--- src/rtl/my_dmux8way16_stream_pkg.sv ---
// Shared constants for the 8-way streaming demultiplexer and its channel slots.
package my_dmux8way16_stream_pkg;
  localparam int NUM_CH = 8;
  localparam int SEL_W  = 3;
  localparam int CNT_W  = 16;

  function automatic logic [NUM_CH-1:0] sel_onehot(input logic [SEL_W-1:0] sel);
    logic [NUM_CH-1:0] v;
    v = '0;
    v[sel] = 1'b1;
    return v;
  endfunction
endpackage

--- src/rtl/my_dmux8way16_stream_if.sv ---
// Producer/consumer bus of the streaming demultiplexer: one input stream, eight output slots.
interface my_dmux8way16_stream_if
  import my_dmux8way16_stream_pkg::*;
#(
  parameter int WIDTH = 16
);
  logic signed [WIDTH-1:0] in;
  logic [SEL_W-1:0]        sel;
  logic                    in_valid;
  logic                    in_ready;
  logic signed [WIDTH-1:0] out0, out1, out2, out3, out4, out5, out6, out7;
  logic [NUM_CH-1:0]       out_valid;
  logic [NUM_CH-1:0]       out_ready;
  logic [CNT_W-1:0]        count;

  modport master (
    output in, sel, in_valid, out_ready,
    input  in_ready, out0, out1, out2, out3, out4, out5, out6, out7, out_valid, count
  );

  modport slave (
    input  in, sel, in_valid, out_ready,
    output in_ready, out0, out1, out2, out3, out4, out5, out6, out7, out_valid, count
  );
endinterface

--- src/rtl/my_dslot16.sv ---
// One-entry channel slot: holds a word until its consumer takes it; a load beats a take.
module my_dslot16 #(
  parameter int WIDTH = 16
) (
  input  logic                    clk,
  input  logic                    reset,
  input  logic                    load,
  input  logic signed [WIDTH-1:0] in,
  input  logic                    take,
  output logic signed [WIDTH-1:0] out,
  output logic                    valid
);
  logic signed [WIDTH-1:0] data_q, data_d;
  logic                    valid_q, valid_d;

  always_comb begin
    data_d  = data_q;
    valid_d = valid_q;
    if (load) begin
      data_d  = in;
      valid_d = 1'b1;
    end else if (take) begin
      valid_d = 1'b0;
    end
  end

  always_ff @(posedge clk or posedge reset) begin
    if (reset) begin
      data_q  <= '0;
      valid_q <= 1'b0;
    end else begin
      data_q  <= data_d;
      valid_q <= valid_d;
    end
  end

  assign out   = data_q;
  assign valid = valid_q;
endmodule

--- src/rtl/my_dmux8way16_stream.sv ---
// Streaming 1-to-8 demultiplexer: routes each accepted word into the one-entry slot chosen by sel.
module my_dmux8way16_stream
  import my_dmux8way16_stream_pkg::*;
#(
  parameter int WIDTH = 16
) (
  input logic                   clk,
  input logic                   reset,
  my_dmux8way16_stream_if.slave bus
);
  logic [NUM_CH-1:0]       load_vec;
  logic [NUM_CH-1:0]       take_vec;
  logic [NUM_CH-1:0]       slot_valid;
  logic signed [WIDTH-1:0] slot_out [NUM_CH];
  logic                    accept;
  logic [CNT_W-1:0]        count_q, count_d;

  // A full slot blocks only words addressed to it; a slot being drained can refill in the same cycle.
  assign bus.in_ready = ~slot_valid[bus.sel] | bus.out_ready[bus.sel];
  assign accept       = bus.in_valid & bus.in_ready;

  always_comb begin
    load_vec = '0;
    if (accept) load_vec = sel_onehot(bus.sel);
    take_vec = slot_valid & bus.out_ready;
    count_d  = count_q + CNT_W'(accept);
  end

  always_ff @(posedge clk or posedge reset) begin
    if (reset) count_q <= '0;
    else       count_q <= count_d;
  end

  for (genvar i = 0; i < NUM_CH; i++) begin : g_slot
    my_dslot16 #(.WIDTH(WIDTH)) u_slot (
      .clk   (clk),
      .reset (reset),
      .load  (load_vec[i]),
      .in    (bus.in),
      .take  (take_vec[i]),
      .out   (slot_out[i]),
      .valid (slot_valid[i])
    );
  end

  assign bus.out_valid = slot_valid;
  assign bus.count     = count_q;
  assign bus.out0      = slot_out[0];
  assign bus.out1      = slot_out[1];
  assign bus.out2      = slot_out[2];
  assign bus.out3      = slot_out[3];
  assign bus.out4      = slot_out[4];
  assign bus.out5      = slot_out[5];
  assign bus.out6      = slot_out[6];
  assign bus.out7      = slot_out[7];
endmodule

--- src/flat_wrapper.sv ---
// flat-port wrapper written by rule: the top's interface ports become plain ports
module my_dmux8way16_stream_flat import my_dmux8way16_stream_pkg::*;
#(
  parameter int WIDTH = 16
)
  (clk, reset, bus_in, bus_sel, bus_in_valid, bus_out_ready, bus_in_ready, bus_out0, bus_out1, bus_out2, bus_out3, bus_out4, bus_out5, bus_out6, bus_out7, bus_out_valid, bus_count);
  my_dmux8way16_stream_if #(.WIDTH(WIDTH)) bus_i ();
  input logic clk;
  input logic reset;
  input wire logic [$bits(bus_i.in)-1:0] bus_in;
  input wire logic [$bits(bus_i.sel)-1:0] bus_sel;
  input wire logic [$bits(bus_i.in_valid)-1:0] bus_in_valid;
  input wire logic [$bits(bus_i.out_ready)-1:0] bus_out_ready;
  output wire logic [$bits(bus_i.in_ready)-1:0] bus_in_ready;
  output wire logic [$bits(bus_i.out0)-1:0] bus_out0;
  output wire logic [$bits(bus_i.out1)-1:0] bus_out1;
  output wire logic [$bits(bus_i.out2)-1:0] bus_out2;
  output wire logic [$bits(bus_i.out3)-1:0] bus_out3;
  output wire logic [$bits(bus_i.out4)-1:0] bus_out4;
  output wire logic [$bits(bus_i.out5)-1:0] bus_out5;
  output wire logic [$bits(bus_i.out6)-1:0] bus_out6;
  output wire logic [$bits(bus_i.out7)-1:0] bus_out7;
  output wire logic [$bits(bus_i.out_valid)-1:0] bus_out_valid;
  output wire logic [$bits(bus_i.count)-1:0] bus_count;
  assign bus_i.in = bus_in;
  assign bus_i.sel = bus_sel;
  assign bus_i.in_valid = bus_in_valid;
  assign bus_i.out_ready = bus_out_ready;
  assign bus_in_ready = bus_i.in_ready;
  assign bus_out0 = bus_i.out0;
  assign bus_out1 = bus_i.out1;
  assign bus_out2 = bus_i.out2;
  assign bus_out3 = bus_i.out3;
  assign bus_out4 = bus_i.out4;
  assign bus_out5 = bus_i.out5;
  assign bus_out6 = bus_i.out6;
  assign bus_out7 = bus_i.out7;
  assign bus_out_valid = bus_i.out_valid;
  assign bus_count = bus_i.count;
  my_dmux8way16_stream #(.WIDTH(WIDTH)) u_core (.clk(clk), .reset(reset), .bus(bus_i));
endmodule
--- config.mk ---
export PLATFORM = sky130hd
export DESIGN_NAME = my_dmux8way16_stream_flat
export DESIGN_NICKNAME = d
export VERILOG_FILES = /design/src/rtl/my_dmux8way16_stream_pkg.sv /design/src/rtl/my_dmux8way16_stream_if.sv /design/src/rtl/my_dslot16.sv /design/src/rtl/my_dmux8way16_stream.sv /design/src/flat_wrapper.sv
export SDC_FILE = /design/constraint.sdc
export NUM_CORES = 1
export LEC_CHECK = 0
export CAP_MARGIN = 0
export CORE_MARGIN = 1
export CORE_UTILIZATION = 40
export DETAILED_ROUTE_END_ITERATION = 10
export PLACE_DENSITY_LB_ADDON = 0.3
export SYNTH_ARGS = -nofsm -noshare
export SYNTH_HDL_FRONTEND = slang
export SYNTH_SLANG_ARGS = --single-unit
--- constraint.sdc ---
create_clock -name clk -period 14.9 [get_ports clk]
set_clock_uncertainty 0.2 [all_clocks]
set_input_delay 2.98 -clock clk [delete_from_list [all_inputs] [get_ports clk]]
set_output_delay 2.98 -clock clk [all_outputs]
set_load 0.005 [all_outputs]
==> metrics.log <==
INFO  metric run_status = finished clean
INFO  metric setup_viol = 0
INFO  metric fin_setup_tns = 0 ns
INFO  metric avgSynthCellArea = 16.4 um^2
INFO  metric initial_utilization = 0.409
INFO  metric place_congestion = 0.858
INFO  metric finalNonFillerCells = approximately 770
INFO  metric die_width = between 100 and 150 um
INFO  metric clk_latency = 0.41 ns
INFO  metric max_stage_delay = between 0.9 and 1 ns
INFO  metric worst_ep_arrival_time = 5.56 ns
INFO  metric maximum_number_of_pins_on_one_net_before_global_route_repair = just under 80
INFO  metric p_per_area = about 160 nW/um^2
INFO  metric grt_pass1_wl = 23.8 mm
INFO  metric design_area = 8750 um^2
INFO  metric crit_path_end_kind = output port
INFO  metric postRouteAntennaNets = 0
INFO  metric critical_path_buf_inv_count = 2
INFO  metric synth_top_area_frac = 0.615
INFO  metric drt_drc_violations_left = 0
INFO  metric critPathMaxFanout = 11
INFO  metric number_of_violations_reported_at_the_end_of_detailed_routing_iteration_0 = ~150
INFO  metric detailroute.via_count = between 3000 and 4000
INFO  metric hold_end = u_core.bus.count[15]
INFO  metric worstReg2RegStart = u_core.g_slot[7].u_slot.valid
INFO  metric cpLargestDelayFamily = buffers and inverters
INFO  metric synth_sequential_area_ratio = 0.615
INFO  metric final_min_period_over_clock_period = 0.586
INFO  metric die-area = around 16000 um^2
INFO  metric post_cts.repair.setup_buffers = 0
INFO  metric startpoint_type = input pin
INFO  metric placed_cells_incl_taps = about 740
INFO  metric post_route_cells_drive_above_1_share = 0.306
INFO  metric tritoncts_clock_tree = done
INFO  metric post-route-min-period = around 8.7 ns
INFO  metric numPortBuffers = between 150 and 200
INFO  metric placement.cell_area = 8150 um^2
INFO  metric cts_resized = 0
INFO  metric syn-instance-count = roughly 380
INFO  metric timing.hold.worst.start = u_core.bus.count[15]
INFO  metric antenna_cells_inserted = 0
INFO  metric vertical_die_dimension = around 130 um
INFO  metric syn-cell-area = between 6000 and 7000 um^2
INFO  metric path_clk_slew = about 0.050 ns
INFO  metric place_hpwl = between 10 and 15 mm
INFO  metric synth_seq_cells = approximately 150
INFO  metric core_area = between 15000 and 20000 um^2
INFO  metric final_nets = about 600
INFO  metric crit_type = input pin to output port
INFO  metric crit_path_cell_trace = clkdlybuf4s50_1 -> mux4_2 -> mux2_2 -> o211ai_1 -> clkdlybuf4s50_1
INFO  metric most_common_cell_type_on_the_critical_path = sky130_fd_sc_hd__clkdlybuf4s50_1
INFO  metric synth_largest_area_cell = sky130_fd_sc_hd__dfrtp_1
INFO  metric cts_inserted_buffers = 17
INFO  metric ys_warn_count = 0
INFO  metric ys_top_cells_by_count = sky130_fd_sc_hd__dfrtp_1 (152), sky130_fd_sc_hd__mux2_2 (103), sky130_fd_sc_hd__mux2_4 (27)
INFO  metric grt.overflow.total = 0
INFO  metric io_pins = between 150 and 200
INFO  metric static_leak = between 3 and 4 nW
INFO  metric synthArstFlopShare = 1.00
INFO  metric dr.pass1.iters = 4
INFO  metric n_fill_cell = roughly 1200
INFO  metric root_buffer = sky130_fd_sc_hd__clkbuf_16
INFO  metric global_route.usage.total = 0.200
INFO  metric finalHoldViolCount = 0
INFO  metric worst_pin_slew = ~0.98 ns
INFO  metric rr_worst_depth = 4
INFO  metric floorplan.rows = 45
INFO  metric hold-path-cell-count = 1
INFO  metric final-max-slew-violation-count = 0
INFO  metric synth_nets = 410
INFO  metric cts_htree_levels = 4
INFO  metric synth-edff-count = 0
INFO  metric critPathRequiredTime = roughly 12 ns
INFO  metric maxCapViolations = 0
INFO  metric maximum_ir_drop_on_the_vdd_rail = approximately 0.000083 V
INFO  metric cts_hold_buf = 0
INFO  metric number_of_antenna_violations_at_the_first_check_in_global_routing = 0
INFO  metric critical_path.reg2reg.endpoint = u_core.g_slot[4].u_slot.out[10]
INFO  metric syn_to_final_growth = 41.4%
INFO  metric wl_cell = 19.7 um
INFO  metric cp_slowest_cell = sky130_fd_sc_hd__clkdlybuf4s50_1
INFO  metric reg2reg_setup_slack = between 10 and 15 ns
INFO  metric cts_sinks = about 150
INFO  metric grt_setup_unrepaired = false
INFO  metric synth_area_leaders = sky130_fd_sc_hd__dfrtp_1 (61%), sky130_fd_sc_hd__mux2_2 (19%), sky130_fd_sc_hd__mux2_4 (6.6%)
INFO  metric clk_path_buf_depth = 2
INFO  metric fmax = 0.114 GHz
INFO  metric yosysMostFrequentCell = sky130_fd_sc_hd__dfrtp_1
INFO  metric ys_dominant_reg_cell = sky130_fd_sc_hd__dfrtp_1
INFO  metric vias_in_the_first_global_route = around 4000
INFO  metric slew_headroom = 0.344
INFO  metric post_synth_num_cell_types = 33
INFO  metric viasPerCell = between 4 and 5
INFO  metric drt_wl_total = about 15 mm
INFO  metric worst_hold_path_type = flop to flop
-- state kept, by name, indices dropped and copies added, names as in the netlist --
name / count
u_core.bus.count: 16
u_core.g_slot.u_slot.valid: 8
u_core.g_slot.u_slot.out: 128
-- power breakdown --
part / total (W) / internal, W / leakage (nW) / switching (W)
Clock: 0.000436 / 0.000277 / 0.291 / 0.000159
Combinational: 0.000356 / 0.000247 / 1.67 / 0.000109
Sequential: 0.000567 / 0.000508 / 1.86 / 0.0000586
Total: 0.00136 / 0.00103 / 3.82 / 0.000326
-- worst max path at each step --
| stage | cells after the start | startpoint | endpoint |
|---|---|---|---|
| after floorplan | 1 | reset | u_core.bus.count[0] |
| after CTS | 5 | bus_sel[1] | bus_in_ready |
| after global placement | 5 | bus_sel[1] | bus_in_ready |
| after detailed placement | 5 | bus_sel[1] | bus_in_ready |
| final | 5 | bus_sel[1] | bus_in_ready |
| after global routing | 5 | bus_sel[1] | bus_in_ready |
-- area by class of cell --
| type | count | area (um^2) | share of cell area |
|---|---|---|---|
| clock buffers | 25 | 485 | 0.0555 |
| well taps | 188 | 235 | 0.0269 |
| multi-input cells | 195 | 2190 | 0.250 |
| repair buffers | 189 | 1870 | 0.214 |
| clock inverters | 7 | 116 | 0.0133 |
| flip-flops and latches | 152 | 3800 | 0.435 |
| inverters | 11 | 46.3 | 0.00529 |
-- metal layers --
layer / vias to the layer above / GRT usage / share of wire
met5: - / 0 / 0
met4: 0 / 0.0673 / 0.011
met3: 11 / 0.0578 / 0.048
met2: 106 / 0.325 / 0.49
met1: 1969 / 0.258 / 0.45
li1: 1711 / - / -
-- worst register-to-register path, cell delays in order, from the launching register on --
cell and delay, ns:
sky130_fd_sc_hd__dfrtp_1 0.40, sky130_fd_sc_hd__mux4_2 0.58, sky130_fd_sc_hd__a2111oi_4 0.94, sky130_fd_sc_hd__buf_4 0.34, sky130_fd_sc_hd__mux2_2 0.36
-- metrics by stage --
| stage | total power, W | util | hold WS, ns | setup slack, ns |
|---|---|---|---|---|
| after floorplan | 0.000692 | - | 0.268 | 7.63 |
| after global placement | 0.000922 | 0.538 | 0.265 | 6.22 |
| after CTS | 0.00137 | 0.578 | 0.289 | 6.15 |
| final | 0.00136 | 0.578 | 0.279 | 6.16 |
| after detailed placement | 0.000931 | 0.538 | 0.282 | 6.16 |
| after global routing | 0.00142 | 0.578 | 0.314 | 6.06 |
-- cell usage in the layout, fill, tap and decap left out, drive strengths merged, types with 5 or more instances in the layout --
master         netlist  routed
dfrtp              152     152
a21o                 5       5
buf                 19       7
inv                 11      11
clkbuf               1      25
and3                 7       7
mux2               130     130
xnor2                7       7
nand3                8       8
clkdlybuf4s50        0     182
xor2                 7       7
-- kinds of logic after synthesis --
family | synth area share
adders and majority gates | 0.00404
buffers and inverters | 0.0315
muxes | 0.268
and+or+nand+nor | 0.0342
DFF | 0.615
xor gates and xnor gates | 0.0198
AOI/OAI and AO/OA | 0.0279
(Power assumes the default switching activity.)
